===== src/rtl/data_cache.sv =====
// data_cache: direct-mapped, write-back byte cache in front of a 32-bit-block data memory.
// Define DCACHE_STATS_EN to build saturating hit/miss counters; otherwise both read 0.
module data_cache #(
  parameter int SETS  = 8,
  parameter int TAG_W = 3
) (
  input  logic        clock,
  input  logic        reset,
  input  logic        read,
  input  logic        write,
  input  logic [7:0]  address,
  input  logic [7:0]  writedata,
  output logic [7:0]  readdata,
  output logic        busywait,
  output logic        mem_read,
  output logic        mem_write,
  output logic [5:0]  mem_address,
  output logic [31:0] mem_writedata,
  input  logic [31:0] mem_readdata,
  input  logic        mem_busywait,
  output logic [15:0] hit_count,
  output logic [15:0] miss_count
);
  localparam int IDX_W = $clog2(SETS);

  typedef enum logic [1:0] {
    S_IDLE      = 2'd0,
    S_WRITEBACK = 2'd1,
    S_FETCH     = 2'd2,
    S_UPDATE    = 2'd3
  } state_e;

  state_e           state_q, state_d;
  logic [SETS-1:0]  valid_q, dirty_q;
  logic [TAG_W-1:0] tag_q  [SETS];
  logic [31:0]      data_q [SETS];
  logic [31:0]      fill_q;

  logic             mem_read_q, mem_read_d;
  logic             mem_write_q, mem_write_d;
  logic [5:0]       mem_address_q, mem_address_d;
  logic [31:0]      mem_writedata_q, mem_writedata_d;

  logic [TAG_W-1:0] addr_tag;
  logic [IDX_W-1:0] addr_idx;
  logic [1:0]       addr_off;
  logic             req, hit, write_hit;

  assign addr_tag  = address[7 -: TAG_W];
  assign addr_idx  = address[2 +: IDX_W];
  assign addr_off  = address[1:0];
  assign req       = read | write;
  assign hit       = valid_q[addr_idx] && (tag_q[addr_idx] == addr_tag);
  // A write (or read+write) request merges its byte only once the line is resident.
  assign write_hit = (state_q == S_IDLE) && write && hit;

  assign readdata      = data_q[addr_idx][{addr_off, 3'b000} +: 8];
  assign mem_read      = mem_read_q;
  assign mem_write     = mem_write_q;
  assign mem_address   = mem_address_q;
  assign mem_writedata = mem_writedata_q;

  // Next-state and CPU stall
  always_comb begin
    state_d  = state_q;
    busywait = 1'b1;
    case (state_q)
      S_IDLE: begin
        busywait = 1'b0;
        if (req && !hit) begin
          busywait = 1'b1;
          state_d  = (valid_q[addr_idx] && dirty_q[addr_idx]) ? S_WRITEBACK : S_FETCH;
        end
      end
      S_WRITEBACK: if (!mem_busywait) state_d = S_FETCH;
      S_FETCH:     if (!mem_busywait) state_d = S_UPDATE;
      S_UPDATE:    state_d = S_IDLE;
      default:     state_d = S_IDLE;
    endcase
  end

  // Memory request lines are decoded from the next state so they leave a flop cleanly
  always_comb begin
    mem_read_d      = 1'b0;
    mem_write_d     = 1'b0;
    mem_address_d   = mem_address_q;
    mem_writedata_d = mem_writedata_q;
    case (state_d)
      S_WRITEBACK: begin
        mem_write_d     = 1'b1;
        mem_address_d   = {tag_q[addr_idx], addr_idx};
        mem_writedata_d = data_q[addr_idx];
      end
      S_FETCH: begin
        mem_read_d    = 1'b1;
        mem_address_d = {addr_tag, addr_idx};
      end
      default: ;
    endcase
  end

  // Control state: FSM, request registers, valid/dirty
  always_ff @(posedge clock) begin
    if (reset) begin
      state_q         <= S_IDLE;
      mem_read_q      <= 1'b0;
      mem_write_q     <= 1'b0;
      mem_address_q   <= '0;
      mem_writedata_q <= '0;
      valid_q         <= '0;
      dirty_q         <= '0;
    end else begin
      state_q         <= state_d;
      mem_read_q      <= mem_read_d;
      mem_write_q     <= mem_write_d;
      mem_address_q   <= mem_address_d;
      mem_writedata_q <= mem_writedata_d;
      if (state_q == S_UPDATE) begin
        valid_q[addr_idx] <= 1'b1;
        dirty_q[addr_idx] <= 1'b0;
      end else if (write_hit) begin
        dirty_q[addr_idx] <= 1'b1;
      end
    end
  end

  // Tag/data arrays: not cleared, but a reset edge must never land a partial update
  always_ff @(posedge clock) begin
    if (state_q == S_FETCH && !mem_busywait) fill_q <= mem_readdata;
    if (!reset) begin
      if (state_q == S_UPDATE) begin
        tag_q[addr_idx]  <= addr_tag;
        data_q[addr_idx] <= fill_q;
      end else if (write_hit) begin
        data_q[addr_idx][{addr_off, 3'b000} +: 8] <= writedata;
      end
    end
  end

`ifdef DCACHE_STATS_EN
  logic [15:0] hit_count_q, miss_count_q;
  logic        post_update_q;

  // The hit that ends a miss sequence belongs to that miss, so it is not counted as a hit.
  always_ff @(posedge clock) begin
    if (reset) begin
      hit_count_q   <= '0;
      miss_count_q  <= '0;
      post_update_q <= 1'b0;
    end else begin
      post_update_q <= (state_q == S_UPDATE);
      if (state_q == S_IDLE && req && hit && !post_update_q && hit_count_q != 16'hFFFF)
        hit_count_q <= hit_count_q + 16'd1;
      if (state_q == S_IDLE && req && !hit && miss_count_q != 16'hFFFF)
        miss_count_q <= miss_count_q + 16'd1;
    end
  end

  assign hit_count  = hit_count_q;
  assign miss_count = miss_count_q;
`else
  assign hit_count  = 16'h0000;
  assign miss_count = 16'h0000;
`endif

endmodule

===== config.mk =====
export PLATFORM = sky130hd
export DESIGN_NAME = data_cache
export DESIGN_NICKNAME = d
export VERILOG_FILES = /design/src/rtl/data_cache.sv
export SDC_FILE = /design/constraint.sdc
export NUM_CORES = 1
export LEC_CHECK = 0
export BUFFER_PORTS_ARGS = -buffer_cell sky130_fd_sc_hd__buf_4
export CORE_UTILIZATION = 29
export DETAILED_ROUTE_END_ITERATION = 7
export PLACE_DENSITY = 0.42
export RECOVER_POWER = 100
export SYNTH_ARGS = -nofsm -noshare
export SYNTH_HDL_FRONTEND = slang
export SYNTH_SLANG_ARGS = --single-unit

===== constraint.sdc =====
create_clock -name clock -period 5.6 [get_ports clock]
set_input_delay 0.84 -clock clock [delete_from_list [all_inputs] [get_ports clock]]
set_output_delay 0.84 -clock clock [all_outputs]
set_load 0.02 [all_outputs]

==> results.yml <==
outcome:
  status: "finished, violations left"
  violations: "capacitance limit, slew limit"
timing:
  fin_crit_ns: 4.92
  setup_tns_ns: 0
  fin_skew_ns: 0.0119
  hold_ws_ns: 0.449
  final_max_slew_viol_count: 33
  timing.final.crit_share_pct: 87.9
  worstMarginPinSlew_ns: 3.25
  fmax_mhz: 203
  rsz0062_at_grt: "false"
  relSlewSlack_pct: -118
  worst_slack_ns: 0.676
  hold_viol_final: 0
  setup-violations-final: 0
synth:
  synth_seq_cells: 370
  synthArstFlopShare_pct: 0
  netlist_area_um2: 15400
  ys.flop_type: "edfxtp_1"
  yosys_warnings: 0
  ys_types: 53
  yosysSeqAreaShare_pct: 68.3
  synth-edff-count: 312
  avgSynthCellArea_um2: 14.5
  syn_inst: 1064
clocking:
  path_clk_slew_ns: 0.06
  cts_resized: 0
  cts_root_buffer: "clkbuf_16"
  htree_levels: 2
  ctsLongestPathBuffers: 3
  clock_latency_ns: 0.56
  cts_hold_buf: 0
  cts_setup_buffers: 0
  tritoncts: "built"
  cts_made_buffers: 42
  cts_sinks: 370
drt:
  antenna_left: 0
  drt-total-wl_um: 51900
  wl_per_cell_um: 26.8
  viasPerCell: 5.06
  drtIter0Drc: 988
  drt_pass1_iterations: 5
  drc: 0
  vias: 9791
critical_path:
  path_class: "in2reg"
  critPathMaxStageDelay_ns: 0.65
  cp-start-kind: "primary input"
  worstPathRequired_ns: 6.03
  end_kind: "flip-flop"
  path_max_fanout: 30
  crit_chain: "buf_4 > clkbuf_1 > mux2_1 > o22ai_1 > o21ai_0 > and2_0 > and3_1 > a211oi_1 > ha_1 > inv_1 > o211a_1"
  crit_slowest_cell: "clkbuf_1"
  cp.arrival_ns: 5.36
layout:
  area_growth_pct: 17.8
  nets: 1272
  drive_gt1_share_pct: 16.0
  antenna_cells: 0
  fillers: 5172
  fin_util_pct: 34.5
floorplanning:
  fp.dieH_um: 233
  core_region_area_um2: 52600
  die_x_um: 233
  dieArea_um2: 54100
  initial_core_util_pct: 29.3
  pin_count: 134
  num_rows: 84
min_path:
  hp-class: "reg2reg"
grt:
  grt_usage_pct: 19.4
  grt_remaining_overflow: 0
  grt_use_met1_pct: 28.0
  met2_usage_pct: 29.1
  busiest_layer: "met2"
  grt_pass1_wl_um: 73400
  grtUsageMet3_pct: 4.18
  grt_max_degree: 77
  antenna_found_initial: 0
  grt_pass1_vias: 9647
placement:
  gp_congestion: 0.823
  io_buffers: 101
  pre_cts_ws_ns: 0.947
  hpwl_um: 36400
power_and_ir_drop:
  p_per_area_nw_per_um2: 369
  p_leak_uw: 0.00632
  ir_worst_vdd_uv: 173
job:
  cap_violations: 1
==> cells by family after synthesis <==
kind of cell               after synthesis  synth area share [%]
and+or+nand+nor                        252                  7.86
AOI/OAI and AO/OA                      191                  9.53
muxes                                  106                  8.75
adders and majority gates                7                 0.568
other                                    1                0.0243
buffers and inverters                  137                  4.94
DFF                                    370                  68.3
==> per-stage QoR <==
stage          cell area [um^2]  total power [uW]  instances
2_1_floorplan             15500              3600       1095
3_3_place_gp              17100              3930       1856
3_5_place_dp              17100              3930       1856
4_1_cts                   18500              6810       1934
5_1_grt                   18100              6920       1934
6_report                  18100              6690       1934
==> sequential cells by signal, summed over array words and instances (netlist names), named ones only <==
register	count
valid_q	8
data_q	256
mem_address	6
mem_writedata	32
state_q	2
fill_q	32
mem_write	1
mem_read	1
tag_q	24
==> worst max-delay path, delay by kind of cell <==
family          cells  cell delay (ns)
mux                 1             0.43
buf+inv             3             1.62
fa+ha+maj           1             0.65
compound gates      4             1.16
simple gates        2             0.61
==> path summary, 6_finish.rpt <==
path / startpoint / to / slack [ns] / cells past startpoint
max: address[4] / mem_writedata[18]$_SDFFE_PP0P_ / 0.68 / 11
min: valid_q[0]$_SDFFE_PP0N_ / valid_q[0]$_SDFFE_PP0N_ / 0.45 / 1
max reg2reg: tag_q[7][2]$_DFFE_PP_ / mem_writedata[18]$_SDFFE_PP0P_ / 1.79 / 9
min reg2reg: valid_q[0]$_SDFFE_PP0N_ / valid_q[0]$_SDFFE_PP0N_ / 0.45 / 1
==> cells in the final DEF (no fill, tap or decap), types with 7 or more instances in the layout <==
master and instances:
or2_2 15, nand2b_1 9, nand3_1 12, a21o_1 9, mux2_2 19, edfxtp_1 312, clkinv_1 10, o211a_1 13
a21oi_1 25, clkbuf_16 46, a221oi_1 32, clkbuf_4 31, ha_1 7, and3_1 8, nor2_1 44, buf_4 48
inv_1 38, a22oi_1 37, mux4_2 21, conb_1 32, nand2_1 84, o21ai_0 21, a22o_1 19, clkbuf_1 99
dfxtp_1 58, nor3_1 46, mux2i_1 65
==> cells in the mapped netlist (all sizes together), types with 21 or more instances <==
cell type | count | area [um^2]
a21oi | 25 | 125
a221oi | 32 | 280
a22oi | 37 | 278
buf | 67 | 498
clkbuf | 29 | 109
dfxtp | 58 | 1160
edfxtp | 312 | 9370
inv | 39 | 146
mux2i | 65 | 651
mux4 | 21 | 473
nand2 | 84 | 315
nor2 | 45 | 169
nor3 | 47 | 235
o21ai | 21 | 105
==> cell type report <==
type                       count  area [um^2]  share of cell area (%)
timing repair buffer         169          947                    5.22
clock buffer                  59         1230                    6.78
sequential                   370        10500                    58.0
clock inverter                19          213                    1.17
multi-input combinational    588         4210                    23.2
inverter                      41          154                   0.848
tap                          688          861                    4.74
==> where the power goes <==
group / switching (uW) / total (uW) / internal [uW]
logic: 494 / 712 / 218
clock network: 1120 / 2880 / 1760
registers: 36.8 / 3100 / 3070
==> per-layer routing <==
| metal | vias up | share of wire [%] |
|---|---|---|
| li1 | 4324 | - |
| met3 | 60 | 6.8 |
| met4 | 0 | 2.1 |
| met1 | 5023 | 47 |
| met5 | - | 0 |
| met2 | 384 | 44 |
Note: power is estimated with default switching activity, not from simulation.
